$ cat config.mk
export PLATFORM = sky130hd
export DESIGN_NAME = vector_result_streamer
export DESIGN_NICKNAME = d
export VERILOG_FILES = /design/src/rtl/vector_pkg.sv /design/src/rtl/vector_snapshot_buffer.sv /design/src/rtl/vector_result_streamer.sv
export SDC_FILE = /design/constraint.sdc
export NUM_CORES = 1
export LEC_CHECK = 0
export CORE_MARGIN = 5
export CORE_UTILIZATION = 28
export DETAILED_ROUTE_END_ITERATION = 8
export HOLD_SLACK_MARGIN = 0.05
export SYNTH_ARGS = -nofsm -noshare
export SYNTH_HDL_FRONTEND = slang
export SYNTH_SLANG_ARGS = --single-unit
export TNS_END_PERCENT = 20
$ cat constraint.sdc
create_clock -name clk -period 69.6 [get_ports clk]
set_clock_uncertainty 0.05 [all_clocks]
set_input_delay 13.92 -clock clk [delete_from_list [all_inputs] [get_ports clk]]
set_output_delay 13.92 -clock clk [all_outputs]
set_load 0.005 [all_outputs]
$ cat src/rtl/vector_pkg.sv
// Shared types and width helpers for the vector result streaming path.
package vector_pkg;

   // Streamer control states.
   typedef enum logic [1:0] {
      ST_IDLE   = 2'd0,
      ST_STREAM = 2'd1,
      ST_DONE   = 2'd2
   } stream_state_t;

   // Width of a field that must hold any count from 0 to n inclusive.
   function automatic int lw_width(input int n);
      return $clog2(n + 1);
   endfunction

   // Width of an index that addresses n entries (at least one bit).
   function automatic int iw_width(input int n);
      return (n > 1) ? $clog2(n) : 1;
   endfunction

endpackage

$ cat src/rtl/vector_snapshot_buffer.sv
// N x BITS snapshot store: captures a whole vector in one edge, read by index.
module vector_snapshot_buffer
   import vector_pkg::*;
#(
   parameter int BITS = 8,
   parameter int N    = 64,
   parameter int IW   = iw_width(N)
) (
   input  logic            clk,
   input  logic            load,
   input  logic [BITS-1:0] din [N],
   input  logic [IW-1:0]   rd_idx,
   output logic [BITS-1:0] rd_data
);

   logic [BITS-1:0] mem [N];

   // Capture every element together so later changes on din cannot leak in.
   always_ff @(posedge clk) begin
      if (load) begin
         for (int i = 0; i < N; i++) begin
            mem[i] <= din[i];
         end
      end
   end

   assign rd_data = mem[rd_idx];

endmodule

$ cat src/rtl/vector_result_streamer.sv
// Captures a result vector on start and streams its first min(len, N)
// elements out one per accepted beat, then pulses done.
//
// Output handshake: a beat transfers on a rising edge where out_valid and
// out_ready are both 1. out_valid is a register and never waits for
// out_ready; while out_valid=1 and out_ready=0, out_data, out_index and
// out_last hold their values until the beat transfers.
module vector_result_streamer
   import vector_pkg::*;
#(
   parameter int BITS = 8,
   parameter int N    = 64,
   parameter int LW   = lw_width(N)
) (
   input  logic            clk,
   input  logic            rst,
   input  logic [BITS-1:0] S [N],
   input  logic            start,
   input  logic [LW-1:0]   len,
   input  logic            out_ready,
   output logic [BITS-1:0] out_data,
   output logic            out_valid,
   output logic [LW-1:0]   out_index,
   output logic            out_last,
   output logic            busy,
   output logic            done
);

   localparam int            IW    = iw_width(N);
   localparam logic [LW-1:0] N_LEN = LW'(N);

   // state is the observable FSM state for checkers and debug.
   stream_state_t   state;
   logic [LW-1:0]   idx;
   logic [LW-1:0]   eff_len;
   logic [LW-1:0]   idx_inc;
   logic [LW-1:0]   len_clamped;
   logic            load;
   logic [BITS-1:0] rd_data;

   // Oversized requests are clamped to the vector length, never rejected.
   assign len_clamped = (len > N_LEN) ? N_LEN : len;
   assign idx_inc     = idx + LW'(1);

   // Snapshot only on an accepted non-empty start.
   assign load = (state == ST_IDLE) && start && (len != '0) && !rst;

   vector_snapshot_buffer #(
      .BITS (BITS),
      .N    (N),
      .IW   (IW)
   ) u_snapshot (
      .clk     (clk),
      .load    (load),
      .din     (S),
      .rd_idx  (idx[IW-1:0]),
      .rd_data (rd_data)
   );

   // idx is held at 0 outside STREAM, so out_index is 0 there as well.
   assign out_index = idx;
   assign out_data  = out_valid ? rd_data : '0;

   // Control FSM: accepts start in IDLE, walks idx per transfer, pulses done.
   always_ff @(posedge clk) begin
      if (rst) begin
         state     <= ST_IDLE;
         idx       <= '0;
         eff_len   <= '0;
         out_valid <= 1'b0;
         out_last  <= 1'b0;
         busy      <= 1'b0;
         done      <= 1'b0;
      end else begin
         case (state)
            ST_IDLE: begin
               if (start) begin
                  busy <= 1'b1;
                  if (len == '0) begin
                     state <= ST_DONE;
                     done  <= 1'b1;
                  end else begin
                     state     <= ST_STREAM;
                     eff_len   <= len_clamped;
                     idx       <= '0;
                     out_valid <= 1'b1;
                     out_last  <= (len_clamped == LW'(1));
                  end
               end
            end
            ST_STREAM: begin
               if (out_ready) begin
                  if (out_last) begin
                     state     <= ST_DONE;
                     idx       <= '0;
                     out_valid <= 1'b0;
                     out_last  <= 1'b0;
                     done      <= 1'b1;
                  end else begin
                     idx      <= idx_inc;
                     out_last <= (idx_inc == eff_len - LW'(1));
                  end
               end
            end
            ST_DONE: begin
               state <= ST_IDLE;
               done  <= 1'b0;
               busy  <= 1'b0;
            end
            default: begin
               state     <= ST_IDLE;
               idx       <= '0;
               out_valid <= 1'b0;
               out_last  <= 1'b0;
               busy      <= 1'b0;
               done      <= 1'b0;
            end
         endcase
      end
   end

endmodule

### Yosys cells after proc, flatten, opt, wreduce, memory -nomap -nowiden

Memories as Yosys holds them, arrays and structs flattened. A register that Yosys moved wholly into a read port is not among the register bits.
Index checks and enable logic that the tools add are counted.

| word-level totals | value |
|---|---|
| bits in registers | 20 |
| bits in writable memories | 512 |
| word-level logic and storage cells | 69 |
| memories kept | 1 |
| input port bits | 523 |
| output and inout port bits | 19 |

Memory list:

| name | words | width | rd ports | clocked after memory_dff | write ports | RTL line | RTL |
|---|---|---|---|---|---|---|---|
| u_snapshot.mem | 64 | 8 | 1 | 1 | 64 | vector_snapshot_buffer.sv:16 | `logic [BITS-1:0] mem [N];` |

| operators by class | value |
|---|---|
| bitwise operators | 3 |
| mux-type cells | 33 |
| reductions and logical operators | 13 |
| add/subtract/negate cells | 2 |
| eq/ne operators | 9 |
| magnitude comparators | 1 |

Operators with widths:

| cell | number |
|---|---|
| 7-bit 2-to-1 mux | 5 |
| 7-bit one-hot mux with 3 select lines | 1 |
| 1-bit 2-to-1 mux | 15 |
| 6-bit 2-to-1 mux | 2 |
| 2-bit 2-to-1 mux | 4 |
| 8-bit 2-to-1 mux | 1 |
| 2-bit != test, second input constant | 4 |
| 4-bit AND reduction | 2 |
| 7-bit by 1-bit adder with 7-bit output, second input constant | 1 |
| 7-bit by 1-bit equality test with 1-bit output, second input constant | 1 |
| 7-bit equality test | 1 |
| 7-bit greater-than comparator, second input constant | 1 |
| 7-bit zero test | 1 |
| 7-bit nonzero test | 1 |
| 7-bit by 1-bit subtractor with 7-bit output, second input constant | 1 |
| 1-bit one-hot mux with 3 select lines | 2 |
| 3-bit AND reduction | 2 |
| 5-bit AND reduction | 1 |
| 1-bit one-hot mux with 2 select lines | 2 |
| 2-bit one-hot mux with 2 select lines | 1 |
| 1-bit logical AND | 3 |
| 1-bit inverter | 3 |
| 2-bit by 1-bit equality test with 1-bit output, second input constant | 1 |
| 2-bit equality test, second input constant | 1 |
| 4 further kinds | 4 |

### Depth between registers and ports, before layout

| logic depth | value |
|---|---|
| depth in word-level cells | 6 |
| depth in mapped cells | 9 |
| mapped depth without buffers | 7 |

### Cells and area by module

From an unflattened synthesis, not the netlist that was laid out.

| unflattened totals | value |
|---|---|
| cells, all modules | 982 |
| area, all modules | 20812.5 um^2 |

Modules (own cells, without submodules):

| module | seq. area each (um^2) | cells an instance | times used | area an instance (um^2) |
|---|---|---|---|---|
| vector_snapshot_buffer | 15374.7 | 832 | 1 | 19556.3 |
| vector_result_streamer | 400.4 | 150 | 1 | 1256.2 |

### Least setup slack after synthesis

No wires, ideal clock.

| timing | value |
|---|---|
| path kind | input-to-reg |
| start point | input port len[6] |
| end point | memory u_snapshot.mem[0][0] (enable) |
| data arrival time | 35765 ps |
| setup time | 1398 ps |
| stages | 5 |
| setup slack | 32387 ps |
| buffers on the path | 2 |
| required time | 68152 ps |
| cell sequence | clkbuf_1 > or2_2 > o311ai_2 > buf_2 > nor2_1 |

RTL lines:

| element | RTL line | RTL |
|---|---|---|
| from (decl) | vector_result_streamer.sv:19 | `input logic [LW-1:0] len,` |
| to (decl) | vector_snapshot_buffer.sv:16 |  |

==> results_dict.tcl <==
set metrics [dict create \
    grt_max_degree 85 \
    slew_headroom_pct 26.02 \
    grt_pass1_wl_mm 87.52 \
    critPathCaptureType "register" \
    hold_class "reg2reg" \
    period_minus_slack_ns 18.79 \
    port-buffer-count 541 \
    maxCapViolations 0 \
    vias 11580 \
    core_sq_um 74200 \
    hold_viol_final 0 \
    cts_buffers 58 \
    cts_root_buffer "clkbuf_16" \
    p_per_area_nw_per_um2 25.59 \
    post_cts_buffers 0 \
    slowest_stage "buf_4" \
    die_w_um 282.9 \
    dp_hpwl_mm 45.13 \
    die-area_sq_um 80060 \
    cpPeakStageDelay_ns 0.90 \
    first_iter_violations 733 \
    first_pass_iters 4 \
    cts_resized 0 \
    cts_buffer_depth 3 \
    postSynthCellCount 951 \
    ys.flop_type "edfxtp_1" \
    synth_edf_count 512 \
    synth.distinct_cells 51 \
    cts_sinks 538 \
    dp.cells 2432 \
    grt_pass1_vias 12820 \
    globalplace.congestion 0.8018 \
    yosysWarnings 0 \
    finalSetupViolations 0 \
    synth_seq_cells 538 \
    cp_cell_sequence "clkdlybuf4s50_1 > or2_2 > o311ai_2 > nor2_4 > buf_4 > buf_4 > buf_4 > buf_4" \
    seq_area_frac_synth_pct 76.20 \
    num_rows 100 \
    vias_per_cell 4.535 \
    cp.required_ns 69.77 \
    pin_count 542 \
    ant_nets 0 \
    min_period_over_period_pct 27.00 \
    synth_top_area_cell "edfxtp_1" \
    clk_pin_slew_ns 0.06 \
    crit_path_start_kind "input port" \
    critPathBufInv 5 \
    synth_area_sq_um 20860 \
    fin_nets 2048 \
    wire_per_inst_um 24.10 \
    syn2layout_area_growth_pct 40.69 \
    async_flop_share_pct 0 \
    final_cells 2553 \
    cp_top_family "buffers and inverters" \
    grt_overflow 0 \
    cp_max_fo 82 \
    run_status "complete, no violations" \
    synth.avg_cell_area_sq_um 21.93 \
    cpMostUsedCell "buf_4" \
    post-route-drc-count 0 \
    finalMaxSlewViolations 0 \
    cts_tree "yes" \
    irDropWorstVdd_mv 0.01858 \
    start_util_pct 28.11 \
    htreeDepth 2 \
    drive_above_1_share_pct 16.09 \
    rsz0062_at_grt "false" \
    postCtsHoldBufs 0 \
    leakagePower_nw 9.286 \
    fmax_ghz 0.05321 \
    utilization_pct 39.55 \
    synth_nets 1476 \
    antenna_found_initial 17 \
    num-fill-cells 6692 \
    hold_ws_ns 0.4212 \
    worstMarginPinSlew_ns 1.110 \
    critPathArrivalTime_ns 18.96 \
    ys_top_cells_by_area "edfxtp_1 74%, mux4_2 14%, dfxtp_1 2.5%" \
    die_height_um 282.9 \
    wirelength_mm 61.52 \
    crit_type "in2reg" \
    insertion_delay_ns 0.58 \
    track_usage_pct 14.83 \
    netlist.area_leader.share_pct 73.70 \
    setup_tns_ns 0 \
]
[where the power goes]
group | total [mW] | internal (mW) | switching (mW)
clock | 0.313 | 0.187 | 0.126
sequential | 0.379 | 0.374 | 0.00474
combinational | 0.0592 | 0.0366 | 0.0226
[worst register-to-register path: stages, from the launching register on]
cell and delay, ns:
dfxtp_1 0.39, nor2_1 0.42, o311ai_2 0.40, nor2_4 0.59, buf_4 0.78, buf_4 0.75
buf_4 0.88, buf_4 0.97
[layout make-up]
cell class	count	area, sq um	share of cell area, %
Tap cell	969	1212	4.131
Clock inverter	41	422.9	1.441
Clock buffer	68	1530	5.214
Sequential cell	538	15910	54.21
Timing Repair Buffer	560	5558	18.94
Antenna cell	12	30.03	0.1023
Inverter	8	30.03	0.1023
Multi-Input combinational cell	357	4656	15.86
[layout by cell type, fill, tap and decap left out, types with 3 or more instances in the layout]
cell type          n
clkdlybuf4s50_1  541
edfxtp_1         512
mux4_2           127
clkbuf_16         59
mux2i_1           32
a21oi_1           26
nor2_1            25
dfxtp_1           22
buf_4             19
nand2_1           16
o21ai_0           14
clkinv_1          13
diode_2           12
nor3_1            12
mux4_1            11
clkinv_2          10
xnor2_1            9
inv_1              8
bufinv_16          8
clkbuf_1           7
a211oi_1           6
nor3b_1            6
nand3_1            6
xor2_1             5
mux2_2             4
nand2b_1           4
a22oi_1            4
nor2b_1            4
inv_6              4
o21ai_1            3
o32a_1             3
or4_1              3
a31oi_1            3
a22o_1             3
nand4b_1           3
dfxtp_4            3
clkinv_4           3
clkinvlp_4         3
[routing by layer]
metal	track usage, %	vias up	part of all wire [%]	wire length, um
met3	3.907	92	6.6	4062
met2	25.82	415	52	31720
met5	0	-	0.057	35
li1	-	5175	-	-
met1	18.11	5890	39	24170
met4	4.735	6	2.5	1535
[state kept, by name, summed over array words and instances, names as in the netlist, named ones only]
signal          cells
u_snapshot.mem    512
out_index           7
eff_len             7
out_valid           1
out_last            1
state               2
busy                1
done                1
[synthesized netlist by cell type, types with 2 or more instances]
| cell type | n |
|---|---|
| a211oi_1 | 6 |
| a21oi_1 | 26 |
| a22o_1 | 3 |
| a22oi_1 | 4 |
| a31oi_1 | 3 |
| a32oi_1 | 2 |
| and3_1 | 2 |
| buf_2 | 13 |
| buf_4 | 13 |
| buf_6 | 4 |
| clkbuf_1 | 16 |
| dfxtp_1 | 26 |
| edfxtp_1 | 512 |
| ha_1 | 2 |
| inv_1 | 8 |
| mux2_2 | 4 |
| mux2i_1 | 32 |
| mux4_1 | 11 |
| mux4_2 | 127 |
| nand2_1 | 16 |
| nand2b_1 | 4 |
| nand3_1 | 6 |
| nand4_1 | 2 |
| nand4b_1 | 3 |
| nor2_1 | 27 |
| nor2b_1 | 5 |
| nor3_1 | 12 |
| nor3b_1 | 6 |
| nor4_1 | 2 |
| o21ai_0 | 14 |
| o21ai_1 | 3 |
| o221ai_1 | 2 |
| o32a_1 | 3 |
| or4_1 | 3 |
| xnor2_1 | 9 |
| xor2_1 | 5 |
[cells by family (layout without fill, tap and decap cells)]
| group | Yosys count | in the layout | share of synthesized area (%) |
|---|---|---|---|
| flip-flops | 538 | 538 | 76.20 |
| multiplexers | 174 | 174 | 16.85 |
| AND/OR/NAND/NOR | 93 | 93 | 2.303 |
| AO/OA/AOI/OAI | 72 | 72 | 2.213 |
| buffers and inverters | 56 | 677 | 1.541 |
| XOR/XNOR | 16 | 16 | 0.7738 |
| adder cells (fa/ha/maj) | 2 | 2 | 0.1199 |
| other | 0 | 12 | 0 |
[per-stage QoR]
stage | setup WS (ns) | power (mW) | instance area [sq um]
after floorplan | 32.39 | 0.4183 | 20860
after global placement | 50.44 | 0.4440 | 27360
after detailed placement | 50.21 | 0.4458 | 27360
after CTS | 50.84 | 0.7618 | 29320
after global routing | 50.52 | 0.7794 | 29340
final | 50.81 | 0.7509 | 29350
[path summary, 6_finish.rpt]
check,startpoint,to,slack (ns),cells after the start
setup / recovery,len[6],u_snapshot.mem[23][1]$_DFFE_PP_,50.81,8
hold / removal,eff_len[6]$_SDFFE_PP0P_,eff_len[6]$_SDFFE_PP0P_,0.42,2
hold reg to reg,eff_len[6]$_SDFFE_PP0P_,eff_len[6]$_SDFFE_PP0P_,0.42,2
setup reg to reg,state[1]$_SDFFE_PP0P_,u_snapshot.mem[23][1]$_DFFE_PP_,63.98,7
(Power assumes the default switching activity.)
